### src/rtl/alu_arbiter.sv
// alu_arbiter
// -----------
// Shares one externally instantiated, registered ALU between two requesters.
// Each requester offers operands and an opcode with a valid/ready handshake.
// One request is granted at a time (round-robin on contention), driven into
// the ALU for a single enabled cycle, and the ALU's registered result is
// returned on one response channel tagged with the requester id.
//
// Ports
//   clk                     system clock, all state on the rising edge
//   arst                    asynchronous active-high reset (also resets the ALU)
//   req0_valid/req1_valid   request present on port 0 / 1
//   req0_ready/req1_ready   request accepted this cycle (combinational, IDLE only)
//   req{0,1}_a, req{0,1}_b  operands, WIDTH bits
//   req{0,1}_op             opcode, OP_W bits
//   alu_a, alu_b, alu_op    registered ALU operands / opcode
//   alu_en                  ALU enable, one cycle per operation
//   alu_result              ALU registered result, 2*WIDTH bits
//   rsp_valid/rsp_ready     response handshake
//   rsp_id                  requester that issued the operation
//   rsp_data                captured ALU result
//   rsp_err                 opcode was outside 0..7
module alu_arbiter #(
  parameter int WIDTH = 4,
  parameter int OP_W  = 4
) (
  input  logic                 clk,
  input  logic                 arst,
  input  logic                 req0_valid,
  output logic                 req0_ready,
  input  logic [WIDTH-1:0]     req0_a,
  input  logic [WIDTH-1:0]     req0_b,
  input  logic [OP_W-1:0]      req0_op,
  input  logic                 req1_valid,
  output logic                 req1_ready,
  input  logic [WIDTH-1:0]     req1_a,
  input  logic [WIDTH-1:0]     req1_b,
  input  logic [OP_W-1:0]      req1_op,
  output logic [WIDTH-1:0]     alu_a,
  output logic [WIDTH-1:0]     alu_b,
  output logic [OP_W-1:0]      alu_op,
  output logic                 alu_en,
  input  logic [2*WIDTH-1:0]   alu_result,
  output logic                 rsp_valid,
  input  logic                 rsp_ready,
  output logic                 rsp_id,
  output logic [2*WIDTH-1:0]   rsp_data,
  output logic                 rsp_err
);

  localparam int RES_W = 2 * WIDTH;

  typedef enum logic [1:0] {
    IDLE = 2'd0,
    EXEC = 2'd1,
    CAPT = 2'd2,
    RESP = 2'd3
  } state_t;

  state_t              state_reg, state_next;
  logic                last_grant_reg;
  logic                winner_reg;
  logic                err_reg;
  logic [WIDTH-1:0]    alu_a_reg, alu_b_reg;
  logic [OP_W-1:0]     alu_op_reg;
  logic [RES_W-1:0]    rsp_data_reg;
  logic                rsp_id_reg;
  logic                rsp_err_reg;

  logic                any_valid;
  logic                win_sel;
  logic                accept;
  logic [1:0]          ready_vec;
  logic [WIDTH-1:0]    win_a, win_b;
  logic [OP_W-1:0]     win_op;
  logic                win_err;

  // Arbitration: a lone requester always wins; on contention the port that
  // did not win last time gets the grant.
  assign any_valid = req0_valid | req1_valid;
  assign win_sel   = (req0_valid && req1_valid) ? ~last_grant_reg : req1_valid;

  // Ready is held low while reset is asserted so every output reads zero
  // during reset, even though the IDLE state would otherwise allow a grant.
  assign accept = (state_reg == IDLE) && any_valid && !arst;

  genvar gi;
  generate
    for (gi = 0; gi < 2; gi++) begin : g_ready
      assign ready_vec[gi] = accept && (win_sel == 1'(gi));
    end
  endgenerate

  assign req0_ready = ready_vec[0];
  assign req1_ready = ready_vec[1];

  assign win_a   = win_sel ? req1_a  : req0_a;
  assign win_b   = win_sel ? req1_b  : req0_b;
  assign win_op  = win_sel ? req1_op : req0_op;
  // Opcodes 8 and above are flagged but still sent through the ALU.
  assign win_err = ({1'b0, win_op} >= (OP_W + 1)'(8));

  // Next-state and decoded outputs.
  always_comb begin
    state_next = state_reg;
    alu_en     = 1'b0;
    rsp_valid  = 1'b0;
    case (state_reg)
      IDLE: begin
        if (accept) state_next = EXEC;
      end
      EXEC: begin
        alu_en     = 1'b1;
        state_next = CAPT;
      end
      CAPT: begin
        state_next = RESP;
      end
      RESP: begin
        rsp_valid = 1'b1;
        if (rsp_ready) state_next = IDLE;
      end
      default: state_next = IDLE;
    endcase
  end

  always_ff @(posedge clk or posedge arst) begin
    if (arst) begin
      state_reg      <= IDLE;
      last_grant_reg <= 1'b1;
      winner_reg     <= 1'b0;
      err_reg        <= 1'b0;
      alu_a_reg      <= '0;
      alu_b_reg      <= '0;
      alu_op_reg     <= '0;
      rsp_data_reg   <= '0;
      rsp_id_reg     <= 1'b0;
      rsp_err_reg    <= 1'b0;
    end else begin
      state_reg <= state_next;
      // Operands are loaded only on accept and otherwise hold; alu_en is
      // the sole qualifier the ALU looks at.
      if (accept) begin
        alu_a_reg      <= win_a;
        alu_b_reg      <= win_b;
        alu_op_reg     <= win_op;
        last_grant_reg <= win_sel;
        winner_reg     <= win_sel;
        err_reg        <= win_err;
      end
      // The ALU registered its result on the EXEC edge, so it is stable here.
      if (state_reg == CAPT) begin
        rsp_data_reg <= alu_result;
        rsp_id_reg   <= winner_reg;
        rsp_err_reg  <= err_reg;
      end
    end
  end

  assign alu_a    = alu_a_reg;
  assign alu_b    = alu_b_reg;
  assign alu_op   = alu_op_reg;
  assign rsp_data = rsp_data_reg;
  assign rsp_id   = rsp_id_reg;
  assign rsp_err  = rsp_err_reg;

endmodule
### config.mk
export PLATFORM = sky130hd
export DESIGN_NAME = alu_arbiter
export DESIGN_NICKNAME = d
export VERILOG_FILES = /design/src/rtl/alu_arbiter.sv
export SDC_FILE = /design/constraint.sdc
export NUM_CORES = 1
export LEC_CHECK = 0
export ABC_AREA = 0
export CORE_MARGIN = 2
export CORE_UTILIZATION = 42
export DETAILED_ROUTE_END_ITERATION = 10
export GPL_ROUTABILITY_DRIVEN = 0
export HOLD_SLACK_MARGIN = 0.03
export PLACE_DENSITY = 0.87
export SLEW_MARGIN = 10
export SYNTH_ARGS = -nofsm -noshare
export SYNTH_HDL_FRONTEND = slang
export SYNTH_SLANG_ARGS = --single-unit
### constraint.sdc
create_clock -name clk -period 3.2 [get_ports clk]
set_input_delay 0.48 -clock clk [delete_from_list [all_inputs] [get_ports clk]]
set_output_delay 0.48 -clock clk [all_outputs]
set_load 0.02 [all_outputs]
==> reports/qor.csv <==
stage,metric,value,unit
drt,per-cell routed wire length,15.6,um
cts,clk buf depth,2,
drt,DRC viols,0,
timing,Max-slew headroom,33.1,%
timing,skew final,0.0101,ns
timing,Worst-Margin Slew,1.00,ns
cts,clk_lat worst skew,0.32,ns
drt,DRT iter0 DRCs,83,
layout,final instance area,1850,um^2
synthesis,synthesized area per cell,13.2,um^2
floorplan,Initial Util,44.0,%
global_routing,pin count of the biggest net entering global routing,27,
global_routing,GRT Util Overall,18.7,%
critical_path,internal reg-to-reg setup slack,1.52,ns
critical_path,R2R depth,6,
critical_path,crit-path cells,"inv_1, ha_1, nor2b_1, and3_4, clkdlybuf4s50_1",
synthesis,synthesized net count,133,
critical_path,beginning of the critical path,state_reg[0]$_DFFE_PP0P_,
power_and_ir_drop,leakage power,0.793,nW
layout,max FFs per register,8,
layout,Syn-to-layout area delta,53.6,%
timing,final slew viol count,0,
cts,Hold Buf Count CTS,0,
min_path,Hold Path Class,reg -> reg,
drt,via/cell ratio,5.47,
floorplan,die height,57.5,um
critical_path,r2r startpoint,state_reg[0]$_DFFE_PP0P_,
cts,PostCTS Resize Cnt,0,
global_routing,global-route wire length before repair,4.80,mm
critical_path,Slowest cell on crit path,clkdlybuf4s50_1,
drt,Initial DRT Pass Iterations,4,
power_and_ir_drop,peak supply drop,0.620,mV
critical_path,WP data required,2.72,ns
global_routing,total gr overflow,0,
placed_design,DP Worst Slack,0.639,ns
run_status,status,completed,
synthesis,Yosys top cell by area,dfrtp_1,
timing,final hold violation count,0,
synthesis,cells after synthesis,91,
timing,unrepaired setup endpoints after global routing,false,
synthesis,post-synth cell types,22,
critical_path,CP Capture Point,req0_ready,
cts,CTS tree,done,
synthesis,synthesized flop and latch total,26,
placed_design,Post-DP Area,1820,um^2
critical_path,"Data arrival, critical path",2.23,ns
placed_design,Buffers on Ports,62,
floorplan,Core Box Area,2730,um^2
cts,clk slew on worst S/H paths,0.14,ns
floorplan,Die Area,3310,um^2
global_routing,vias in the first global route,1054,
cts,Post CTS Setup Buffer Count,0,
critical_path,Top delay family on crit path,buffers and inverters,
critical_path,reg2reg end,alu_a[1]$_DFFE_PP0P_,
synthesis,Mapped Area,1200,um^2
floorplan,Die X,57.5,um
cts,CTS root buf,clkbuf_4,
synthesis,synth warn,0,
floorplan,IO Pins,63,
timing,Peak Freq,369,MHz
critical_path,"Largest stage delay, worst path",0.64,ns
timing,Post-Route Setup TNS,0,ns
synthesis,Yosys top cell area share,52.0,%
critical_path,nature of the critical path endpoint,primary output,
power_and_ir_drop,Pwr Density,907,nW/um^2
cts,cts bufs inserted,3,
critical_path,WS Path Type,reg -> out,
flow_run,max-cap violations,0,
critical_path,WP buf/inv,2,
timing,number of setup violations in the final report,0,
critical_path,CP startpoint kind,flop,
cts,# clock sinks,26,
timing,worst setup margin,0.493,ns
critical_path,Crit Path Max Fanout,13,
placed_design,Final HPWL DP,2.18,mm
synthesis,"Seq/Total Area, Yosys",54.2,%
timing,fin crit period,2.71,ns
critical_path,WP depth,5,
drt,vias,996,
synthesis,"top cells by area, synth","dfrtp_1, mux2_2, a221o_1, o21a_1, ha_1",
layout,share of cells above drive strength 1,11.3,%
layout,diode count,0,
drt,final WL,2.84,mm
floorplan,Rows,19,
timing,Final Cycle Share,84.6,%
cts,H-tree lvl count,1,
global_routing,initial antenna violation count,0,
drt,"antenna viol nets, final",0,
layout,nets@finish,194,
==> power breakdown <==
part | internal [mW] | total, mW | switching, mW
Sequential | 0.492 | 0.585 | 0.0929
Combinational | 0.523 | 0.949 | 0.426
Clock | 0.0488 | 0.143 | 0.0941
==> worst min path at each step <==
stage                                       from                endpoint  slack [ns]  cells after the start
final                     winner_reg$_DFFE_PP0P_  winner_reg$_DFFE_PP0P_        0.51                      1
after global routing      winner_reg$_DFFE_PP0P_  winner_reg$_DFFE_PP0P_        0.52                      1
after CTS                 winner_reg$_DFFE_PP0P_  winner_reg$_DFFE_PP0P_        0.51                      1
after detailed placement  winner_reg$_DFFE_PP0P_  winner_reg$_DFFE_PP0P_        0.48                      1
after global placement    winner_reg$_DFFE_PP0P_  winner_reg$_DFFE_PP0P_        0.46                      1
after floorplan           winner_reg$_DFFE_PP0P_  winner_reg$_DFFE_PP0P_        0.44                      1
==> cell usage in the layout (no fill, tap or decap), types with 3 or more instances in the layout <==
cell,synthesis,final
dfrtp_1,25,25
ha_1,5,5
a221o_1,12,12
mux2_2,11,11
clkbuf_4,0,3
inv_1,3,3
o21a_1,12,12
clkdlybuf4s50_1,0,62
==> cell usage after synthesis <==
library cell and count:
nor2b_1 2, a21o_1 2, clkbuf_1 2, dfstp_2 1, and3_1 1, inv_1 3, a221o_1 12, a21oi_1 1
o21a_1 12, mux2_2 11, and3_4 1, buf_2 2, nand2_1 1, nand2b_1 2, nor2_1 2, o21ai_0 1
buf_4 1, o21bai_1 1, dfrtp_1 25, mux2i_1 1, buf_6 2, ha_1 5
==> per-layer routing <==
metal | share of wire [%] | track usage (%)
met5 | 0 | 0
met4 | 0.60 | 3.99
met3 | 9.4 | 6.12
met2 | 50 | 33.3
met1 | 40 | 21.9
==> cell type report <==
cell class | count | area, um^2
sequential | 26 | 652
timing repair buffer | 63 | 628
tap | 31 | 38.8
inverter | 3 | 11.3
fill | 206 | 885
clock buffer | 4 | 26.3
multi-input combinational | 55 | 493
==> per-stage QoR <==
stage / total power, mW / std cells / hold WS [ns] / utilization (%)
finish: 1.68 / 182 / 0.507 / 67.6
global route: 1.79 / 182 / 0.520 / 67.6
CTS: 1.70 / 182 / 0.513 / 67.6
detailed placement: 1.55 / 178 / 0.482 / 66.7
global placement: 1.51 / 178 / 0.460 / 66.7
floorplan: 1.14 / 91 / 0.444 / -
==> logic make-up (layout without fill, tap and decap cells) <==
logic type | Yosys count | in the layout | synth area share (%)
flops | 26 | 26 | 54.2
compound gates | 29 | 29 | 20.2
buf+inv | 10 | 70 | 4.89
simple gates | 9 | 9 | 4.47
fa+ha+maj | 5 | 5 | 5.20
mux | 12 | 12 | 11.1
Power figures use the tool's default switching activity.
